## config.mk

```make
export PLATFORM = sky130hd
export DESIGN_NAME = m_multi_digit_counter_flat
export DESIGN_NICKNAME = d
export VERILOG_FILES = /design/src/rtl/m_multi_digit_counter_pkg.sv /design/src/rtl/m_multi_digit_counter_if.sv /design/src/rtl/m_multi_digit_counter_digit.sv /design/src/rtl/m_multi_digit_counter.sv /design/src/flat_wrapper.sv
export SDC_FILE = /design/constraint.sdc
export NUM_CORES = 1
export LEC_CHECK = 0
export ABC_AREA = 1
export CAP_MARGIN = 40
export CORE_ASPECT_RATIO = 0.7
export CORE_UTILIZATION = 34
export DETAILED_ROUTE_END_ITERATION = 6
export SETUP_SLACK_MARGIN = 0.2
export SLEW_MARGIN = 10
export SYNTH_ARGS = -nofsm -noshare
export SYNTH_HDL_FRONTEND = slang
export SYNTH_SLANG_ARGS = --single-unit
```

## constraint.sdc

```tcl
create_clock -name clk -period 1.45 [get_ports clk]
set_input_delay 0.2175 -clock clk [delete_from_list [all_inputs] [get_ports clk]]
set_output_delay 0.2175 -clock clk [all_outputs]
set_load 0.01 [all_outputs]
```

## src/rtl/m_multi_digit_counter_pkg.sv

```systemverilog
`default_nettype none
// ============================================================================
// Module      : m_multi_digit_counter_pkg
// Description : Shared constants for the multi-digit up/down counter slice:
//               direction encodings and the common digit terminal values.
// Revision    : 1.0 - initial release
// ============================================================================
package m_multi_digit_counter_pkg;

    // Direction encodings for up_dn
    localparam logic DIR_UP = 1'b1;
    localparam logic DIR_DN = 1'b0;

    // Common digit terminal values
    localparam int MAXCNT_BCD = 9;
    localparam int MAXCNT_HEX = 15;

endpackage : m_multi_digit_counter_pkg
`default_nettype wire

```

## src/rtl/m_multi_digit_counter_if.sv

```systemverilog
`default_nettype none
// ============================================================================
// Module      : m_multi_digit_counter_if
// Description : Control/data bundle of the multi-digit counter. The master
//               side issues count/load/clear requests, the slave side (the
//               counter) returns the value, carry-out and overflow flag.
// Revision    : 1.0 - initial release
// ============================================================================
interface m_multi_digit_counter_if #(
    parameter int DIGITS  = 4,
    parameter int DIGIT_W = 4
);
    logic                      c_in;
    logic                      up_dn;
    logic                      clr;
    logic                      load;
    logic [DIGITS*DIGIT_W-1:0] ld_val;
    logic [DIGITS*DIGIT_W-1:0] q;
    logic                      c_out;
    logic                      ovf;

    modport master (
        output c_in, up_dn, clr, load, ld_val,
        input  q, c_out, ovf
    );

    modport slave (
        input  c_in, up_dn, clr, load, ld_val,
        output q, c_out, ovf
    );
endinterface : m_multi_digit_counter_if
`default_nettype wire

```

## src/rtl/m_multi_digit_counter_digit.sv

```systemverilog
`default_nettype none
// ============================================================================
// Module      : m_updown_digit
// Description : One modulo-(MAXCNT+1) up/down counter digit with synchronous
//               clear, clamped synchronous load and a terminal-value flag for
//               the current direction.
// Revision    : 1.0 - initial release
// ============================================================================
module m_updown_digit
    import m_multi_digit_counter_pkg::*;
#(
    parameter int DIGIT_W = 4,
    parameter int MAXCNT  = 9
) (
    input  wire logic               clk,
    input  wire logic               n_reset,
    input  wire logic               en,
    input  wire logic               up_dn,
    input  wire logic               clr,
    input  wire logic               load,
    input  wire logic [DIGIT_W-1:0] ld_digit,
    output logic      [DIGIT_W-1:0] q_digit,
    output logic                    term
);

    localparam logic [DIGIT_W-1:0] C_MAX  = DIGIT_W'(MAXCNT);
    localparam logic [DIGIT_W-1:0] C_ZERO = '0;
    localparam logic [DIGIT_W-1:0] C_ONE  = DIGIT_W'(1);

    logic [DIGIT_W-1:0] r_q;
    logic [DIGIT_W-1:0] w_ld_clamped;
    logic [DIGIT_W-1:0] w_next;

    // Clamp load values so the digit can never hold anything above MAXCNT
    always_comb begin
        w_ld_clamped = (ld_digit > C_MAX) ? C_MAX : ld_digit;
    end

    // Next value of an enabled step, wrapping at both ends
    always_comb begin
        w_next = r_q;
        if (up_dn == DIR_UP) begin
            w_next = (r_q == C_MAX) ? C_ZERO : (r_q + C_ONE);
        end else begin
            w_next = (r_q == C_ZERO) ? C_MAX : (r_q - C_ONE);
        end
    end

    // Digit register: clear beats load beats count
    always_ff @(posedge clk or negedge n_reset) begin
        if (!n_reset) begin
            r_q <= C_ZERO;
        end else if (clr) begin
            r_q <= C_ZERO;
        end else if (load) begin
            r_q <= w_ld_clamped;
        end else if (en) begin
            r_q <= w_next;
        end
    end

    assign q_digit = r_q;
    assign term    = (up_dn == DIR_UP) ? (r_q == C_MAX) : (r_q == C_ZERO);

endmodule : m_updown_digit
`default_nettype wire

```

## src/rtl/m_multi_digit_counter.sv

```systemverilog
`default_nettype none
// ============================================================================
// Module      : m_multi_digit_counter
// Description : Cascade of DIGITS up/down counter digits. Each digit is
//               enabled in the same cycle when all lower digits sit at their
//               terminal value, so the whole counter steps in one clock.
//               Provides combinational carry/borrow-out and a sticky
//               overflow flag.
//               Optional macro MULTI_DIGIT_COUNTER_SATURATE_EN: when defined,
//               a wrapping step holds all digits instead of wrapping.
// Revision    : 1.0 - initial release
// ============================================================================
module m_multi_digit_counter
    import m_multi_digit_counter_pkg::*;
#(
    parameter int DIGITS  = 4,
    parameter int DIGIT_W = 4,
    parameter int MAXCNT  = MAXCNT_BCD
) (
    input  wire logic               clk,
    input  wire logic               n_reset,
    m_multi_digit_counter_if.slave  bus
);

    logic [DIGITS-1:0]         w_term;
    logic [DIGITS-1:0]         w_en;
    logic [DIGITS:0]           w_prefix;
    logic [DIGITS*DIGIT_W-1:0] w_q;
    logic                      w_step;
    logic                      w_all_term;
    logic                      w_c_out;
    logic                      w_sat_hold;
    logic                      r_ovf;

    // A count step is requested only when neither clear nor load take priority
    assign w_step = bus.c_in & ~bus.clr & ~bus.load;

    // Lookahead chain: bit i is set when every digit below i is terminal
    always_comb begin
        w_prefix[0] = 1'b1;
        for (int i = 0; i < DIGITS; i++) begin
            w_prefix[i+1] = w_prefix[i] & w_term[i];
        end
    end

    assign w_all_term = w_prefix[DIGITS];
    assign w_c_out    = w_step & w_all_term;

`ifdef MULTI_DIGIT_COUNTER_SATURATE_EN
    // Saturating build: a wrapping step freezes every digit
    assign w_sat_hold = w_c_out;
`else
    assign w_sat_hold = 1'b0;
`endif

    generate
        for (genvar gi = 0; gi < DIGITS; gi++) begin : g_digit
            assign w_en[gi] = w_step & w_prefix[gi] & ~w_sat_hold;

            m_updown_digit #(
                .DIGIT_W (DIGIT_W),
                .MAXCNT  (MAXCNT)
            ) u_digit (
                .clk      (clk),
                .n_reset  (n_reset),
                .en       (w_en[gi]),
                .up_dn    (bus.up_dn),
                .clr      (bus.clr),
                .load     (bus.load),
                .ld_digit (bus.ld_val[gi*DIGIT_W +: DIGIT_W]),
                .q_digit  (w_q[gi*DIGIT_W +: DIGIT_W]),
                .term     (w_term[gi])
            );
        end
    endgenerate

    // Sticky overflow: set on any wrapping step, dropped by clear or load
    always_ff @(posedge clk or negedge n_reset) begin
        if (!n_reset) begin
            r_ovf <= 1'b0;
        end else if (bus.clr || bus.load) begin
            r_ovf <= 1'b0;
        end else if (w_c_out) begin
            r_ovf <= 1'b1;
        end
    end

    assign bus.q     = w_q;
    assign bus.c_out = w_c_out;
    assign bus.ovf   = r_ovf;

endmodule : m_multi_digit_counter
`default_nettype wire

```

## src/flat_wrapper.sv

```systemverilog
// flat-port wrapper written by rule: the top's interface ports become plain ports
module m_multi_digit_counter_flat import m_multi_digit_counter_pkg::*;
#(
    parameter int DIGITS  = 4,
    parameter int DIGIT_W = 4,
    parameter int MAXCNT  = MAXCNT_BCD
)
  (clk, n_reset, bus_c_in, bus_up_dn, bus_clr, bus_load, bus_ld_val, bus_q, bus_c_out, bus_ovf);
  m_multi_digit_counter_if #(.DIGITS(DIGITS), .DIGIT_W(DIGIT_W)) bus_i ();
  input  wire logic clk;
  input  wire logic n_reset;
  input wire logic [$bits(bus_i.c_in)-1:0] bus_c_in;
  input wire logic [$bits(bus_i.up_dn)-1:0] bus_up_dn;
  input wire logic [$bits(bus_i.clr)-1:0] bus_clr;
  input wire logic [$bits(bus_i.load)-1:0] bus_load;
  input wire logic [$bits(bus_i.ld_val)-1:0] bus_ld_val;
  output wire logic [$bits(bus_i.q)-1:0] bus_q;
  output wire logic [$bits(bus_i.c_out)-1:0] bus_c_out;
  output wire logic [$bits(bus_i.ovf)-1:0] bus_ovf;
  assign bus_i.c_in = bus_c_in;
  assign bus_i.up_dn = bus_up_dn;
  assign bus_i.clr = bus_clr;
  assign bus_i.load = bus_load;
  assign bus_i.ld_val = bus_ld_val;
  assign bus_q = bus_i.q;
  assign bus_c_out = bus_i.c_out;
  assign bus_ovf = bus_i.ovf;
  m_multi_digit_counter #(.DIGITS(DIGITS), .DIGIT_W(DIGIT_W), .MAXCNT(MAXCNT)) u_core (.clk(clk), .n_reset(n_reset), .bus(bus_i));
endmodule
```

# [Yosys cells after proc, flatten, opt, wreduce, memory -nomap -nowiden]
# Index checks and enable logic that the tools add are counted.
# Widths: inputs -> output; s select.
[op_classes] add_sub_neg=8 n_lt_le_gt_ge=4 n_eq_ne=4 mux=34 bitwise_logic=11 n_reduce_logical=10
[op_table] op="$mux 4" n=28
[op_table] op="$add 4x1->4 const B" n=4
[op_table] op="$eq 4x4->1 const B" n=4
[op_table] op="$gt 4x4->1 const B" n=4
[op_table] op="$logic_not 4->1" n=4
[op_table] op="$sub 4x1->4 const B" n=4
[op_table] op="$reduce_bool 3->1" n=4
[op_table] op="$and 1x1->1" n=9
[op_table] op="$mux 1" n=6
[op_table] op="$not 1->1" n=2
[op_table] op="$reduce_bool 2->1" n=1
[op_table] op="$logic_or 1x1->1" n=1
[word_totals] regBits=17 inputBits=22 output_inout_bits=18

# [Depth between registers and ports, before layout]
[depth] ltp_word=8 mapped_depth=11 ltp_nobuf=11

# [By module]
# Synthesis repeated with hierarchy kept, for this count alone.
[unflattened] cells_unflattened=264 hier_area_um2=1531.5
[by_module_without_submodules] mod="m_updown_digit" n_inst=4 cells_per_inst=62 area_each_um2=360.3
[by_module_without_submodules] mod="m_multi_digit_counter" n_inst=1 cells_per_inst=16 area_each_um2=90.1

# [Least setup slack after synthesis]
# Ideal clock, no wire load.
[synth_path] kind="flip-flop to output port" from="register u_core.g_digit[3].u_digit.r_q[0]" to="output port bus_c_out" arrival_time_ns=1.250 required_ns=1.233 slack_ns=-0.017 path_stages_with_launch=9 n_path_buf=0 path_cell_list="dfrtp_1 > inv_1 > ha_1 > nand2_1 > nor2_1 > nand2_1 > nand2_1 > nand3_1 > inv_1"
[synth_via] elab_chain_len=4 elab_cells_between_ends=5 cone_classes="eq/ne: 1; mux: 1; bitwise: 2; reduce/logical: 1"
[synth_lines] element="start: declaration" line="m_multi_digit_counter_digit.sv:30" source="logic [DIGIT_W-1:0] r_q;"
[synth_lines] element="start signal: assignment" line="m_multi_digit_counter_digit.sv:56" source="r_q <= w_ld_clamped;"
[synth_lines] element="start signal: assignment" line="m_multi_digit_counter_digit.sv:58" source="r_q <= w_next;"
[synth_lines] element="$eq 4x4->1 / $logic_not 4->1 (equally long branches)" line="m_multi_digit_counter_digit.sv:63" source="assign term = (up_dn == DIR_UP) ? (r_q == C_MAX) : (r_q == C_ZERO);"
[synth_lines] element="$mux 1 *" line="m_multi_digit_counter_digit.sv:63"
[synth_lines] element="$and 1x1->1 *" line="m_multi_digit_counter.sv:42" source="w_prefix[i+1] = w_prefix[i] & w_term[i];"
[synth_lines] element="$and 1x1->1 *" line="m_multi_digit_counter.sv:47" source="assign w_c_out = w_step & w_all_term;"
[synth_lines] element="end: declaration" line="flat_wrapper.sv:18" source="output wire logic [$bits(bus_i.c_out)-1:0] bus_c_out;"
# Every way passes the cells marked *; elsewhere a longest branch is shown, timed or not.

# [Worst setup path after layout]
# Same ends and word-level chain as after synthesis.

==> results.txt <==
The run finished, with violations left. The final reports fail on negative setup slack. The aggregate negative setup slack came out at -1.28 ns. Yosys printed 0 warnings. In this run, placement finished with an instance count of roughly 410.

The post-route antenna net violation count is 0. The post-route cell area is 0.00292 sq mm. The die is 59.0 um tall. The final clock period utilization by the worst path came out at 120%. The maximum number of pins on one net before global-route repair is 18. The count of port buffers added during placement is 39. Across the routed clock network, the largest skew measured is about 0.0055 ns. The per-cell routed wire length is 12.6 um. The transition time at the pin with the least slew margin came out at about 0.32 ns. The final standard cell count with taps included and fillers excluded is 436. The CTS buffer count is 3. The area overhead of the layout relative to synthesis is 84.8%. STA classifies the critical path endpoint as an output port. The biggest area contributor in the post-synthesis netlist is dfrtp_1. The detailed router finished its first iteration with 119 violations. In the final layout, the share of cells above drive strength 1 is between 40% and 50%. The H-tree depth came out at 1. For this run, the total global-route usage over all layers was measured as about a fifth.

Setup repair after global routing could not meet its margin everywhere. The via count is slightly above 2000. The min-delay analysis places its worst path in the category input pin to asynchronous set/reset pin. The post-synthesis sequential element count came out at 17. The sequential element share of the synthesized area is between 20% and 30%. CTS placed an instance of clkbuf_8 at the clock tree root. The width of the chip is roughly 83 um.

nand2_1 is the most common cell in the netlist. For this configuration, the core starts out at a cell density of ~36%. The full die area is ~0.005 sq mm.

The worst setup slack before clock tree synthesis came out at -0.631 ns. The worst-skew pair later-pin latency is around 0.26 ns. In the post-route analysis, the smallest setup slack over all paths is -0.289 ns. The first global-routing pass estimated 8.31 mm of wire. At the end of the flow the core is filled with cells to between 60% and 70%.

Power spread over the standard cell area amounts to ~710 mW/mm^2. The final critical path time including I/O delays and setup came out at between 1.5 and 2 ns. The number of synthesized flops with an enable pin came out at 0. Synthesis produced 256 cells. The number of ports placed on the die boundary is 40.

The unique cell type count in the Yosys netlist came out at 28. The number of endpoints with negative hold slack in the final report is 0. The number of hold-repair buffers added at the cts stage is 0. For this design, the sink count on the clock tree is 17. The number of diodes added for antenna fixing is 0.

The kind of critical path is flop to output port. TritonCTS built the clock tree. The area of the core is between 0.004 and 0.005 sq mm.

The number of detailed-route iterations in the first pass is 6. The area fraction of the dominant cell type after synthesis came out at 27.0%. The total half-perimeter wirelength after legalization and detailed placement came out at between 3 and 4 mm.

The setup-violating endpoint count in the final report is 11. The commonest cells after synthesis are nand2_1, nand3_1, inv_1, nor2_1, dfrtp_1. The peak clock frequency supported by timing came out at about 570 MHz.

The placer congestion estimate is between 0.8 and 0.9. The worst path required time is ~1.2 ns. The count of unresolved DRC violations after routing is 0. The detailed-route wire length is around 5.5 mm. In the final design database the tool counted about 410 nets.

The number of max-slew violations in the final report was 0. The worst setup path is launched from a flop. The static leakage came out at 1.53 nW.

IR analysis of the VDD net gives a maximum drop of roughly 0.00047 V. Data arrives at the worst endpoint at between 1.5 and 2 ns. The maximum fanout count along the critical path came out at 6. In the synthesized netlist the dominant register cell turns out to be dfrtp_1. The clock passes through at most 2 buffers. The residual overflow from global routing is 0. The worst pin sits at a relative slew slack of 78.6%. The average instance in the mapped netlist occupies between 6 and 7 sq um. The detailed-route vias per instance came out at 4.72. The clock transition time at the flip-flop clock pins of the worst setup and hold paths is approximately 0.080 ns. The total nets after synthesis is 282. Once placement finished, the instance area stood at roughly 0.0025 sq mm. The number of placement rows is 20. The total of max-cap violations is 0. The number of antenna violations at the first check in global routing came out at 0.

Sorting the synthesized cells by area gives the leading types as dfrtp_1, nand2_1, nand3_1. The via count of the first global-routing pass came out at 1870. In this run the cell area of the synthesized design comes to roughly 0.0016 sq mm.

The fraction of registers with async set or reset after synthesis is 100%.
cell usage in the layout (no fill, tap or decap), types with 2 or more instances in the layout:
cell,instances
buf_2,9
o21ai_0,10
buf_4,68
nand2_2,13
buf_6,22
nor2_2,7
nand2_4,6
o211ai_1,4
inv_4,3
nand2_1,80
nand2_8,2
ha_1,2
clkdlybuf4s50_1,20
nor2_4,5
dfrtp_1,10
nand3_2,9
clkbuf_8,3
o21ai_1,5
inv_1,16
nand3_1,26
nand4_1,2
o21ai_2,2
a21oi_1,5
clkbuf_2,2
xor2_1,3
dfrtp_2,7
inv_2,10
nor2_1,16
dlygate4sd2_1,2
worst max-delay path, cell delays in order (launching register included):
cell	delay, ns
dfrtp_2	0.40
buf_4	0.15
ha_2	0.18
nand4_1	0.14
nand2_2	0.13
nand3_2	0.10
inv_2	0.06
buf_6	0.09
kinds of logic (layout without fill, tap and decap cells):
logic type	Yosys count	count (layout)	share of synthesized area [%]
buffers and inverters	32	157	7.77
AO/OA/AOI/OAI	31	31	11.9
adder cells (fa/ha/maj)	4	4	3.17
flip-flops	17	17	27.0
XOR/XNOR	3	3	1.67
AND/OR/NAND/NOR	169	169	48.5
per-layer routing:
layer | vias to the layer above | global-route usage, % | part of all wire (%)
met5 | - | 0 | 0
met4 | 0 | 5.33 | 0.62
met3 | 4 | 3.62 | 4.4
met2 | 50 | 35.5 | 46
met1 | 920 | 29.6 | 49
li1 | 1082 | - | -
metrics by stage:
stage | power, mW | hold WS (ns)
4_1_cts | 1.98 | 0.290
3_3_place_gp | 1.49 | 0.496
5_1_grt | 2.20 | 0.304
3_5_place_dp | 1.49 | 0.500
2_1_floorplan | 1.01 | -0.0781
6_report | 2.07 | 0.279
sequential cells by signal, summed over array words and instances (netlist names):
| register | cells |
|---|---|
| u_core.g_digit.u_digit.q_digit | 16 |
| u_core.bus.ovf | 1 |
final timing paths:
kind / start / endpoint / slack [ns] / depth (start not counted)
min in group clk: u_core.bus.ovf / u_core.bus.ovf / 0.51 / 2
worst max-delay path: u_core.g_digit[3].u_digit.q_digit[0] / bus_c_out / -0.29 / 7
worst min-delay path: n_reset / u_core.g_digit[1].u_digit.q_digit[3] / 0.28 / 2
max in group asynchronous: n_reset / u_core.g_digit[3].u_digit.q_digit[1] / 0.94 / 2
worst min register to register: u_core.bus.ovf / u_core.bus.ovf / 0.51 / 2
worst max register to register: u_core.g_digit[3].u_digit.q_digit[0] / u_core.g_digit[3].u_digit.q_digit[3] / -0.14 / 13
power breakdown:
group	internal, mW	switching, mW
clock network	0.192	0.202
registers	0.524	0.0556
logic	0.567	0.534
total	1.28	0.792
cell type report:
| class | count | area [sq um] |
|---|---|---|
| multi-input cells | 207 | 1200 |
| repair buffers | 124 | 1050 |
| clock inverters | 1 | 5.00 |
| fillers | 414 | 1490 |
| well taps | 55 | 68.8 |
| flip-flops and latches | 17 | 434 |
| clock buffers | 3 | 41.3 |
| inverters | 29 | 116 |
repair_timing:
| item | CTS | global route |
|---|---|---|
| resized for setup | 99 | 38 |
| setup endpoints to repair | 35 | 27 |
| pin swaps | 16 | 18 |
| buffers inserted | 17 | 10 |
Note: power is estimated with default switching activity, not from simulation.
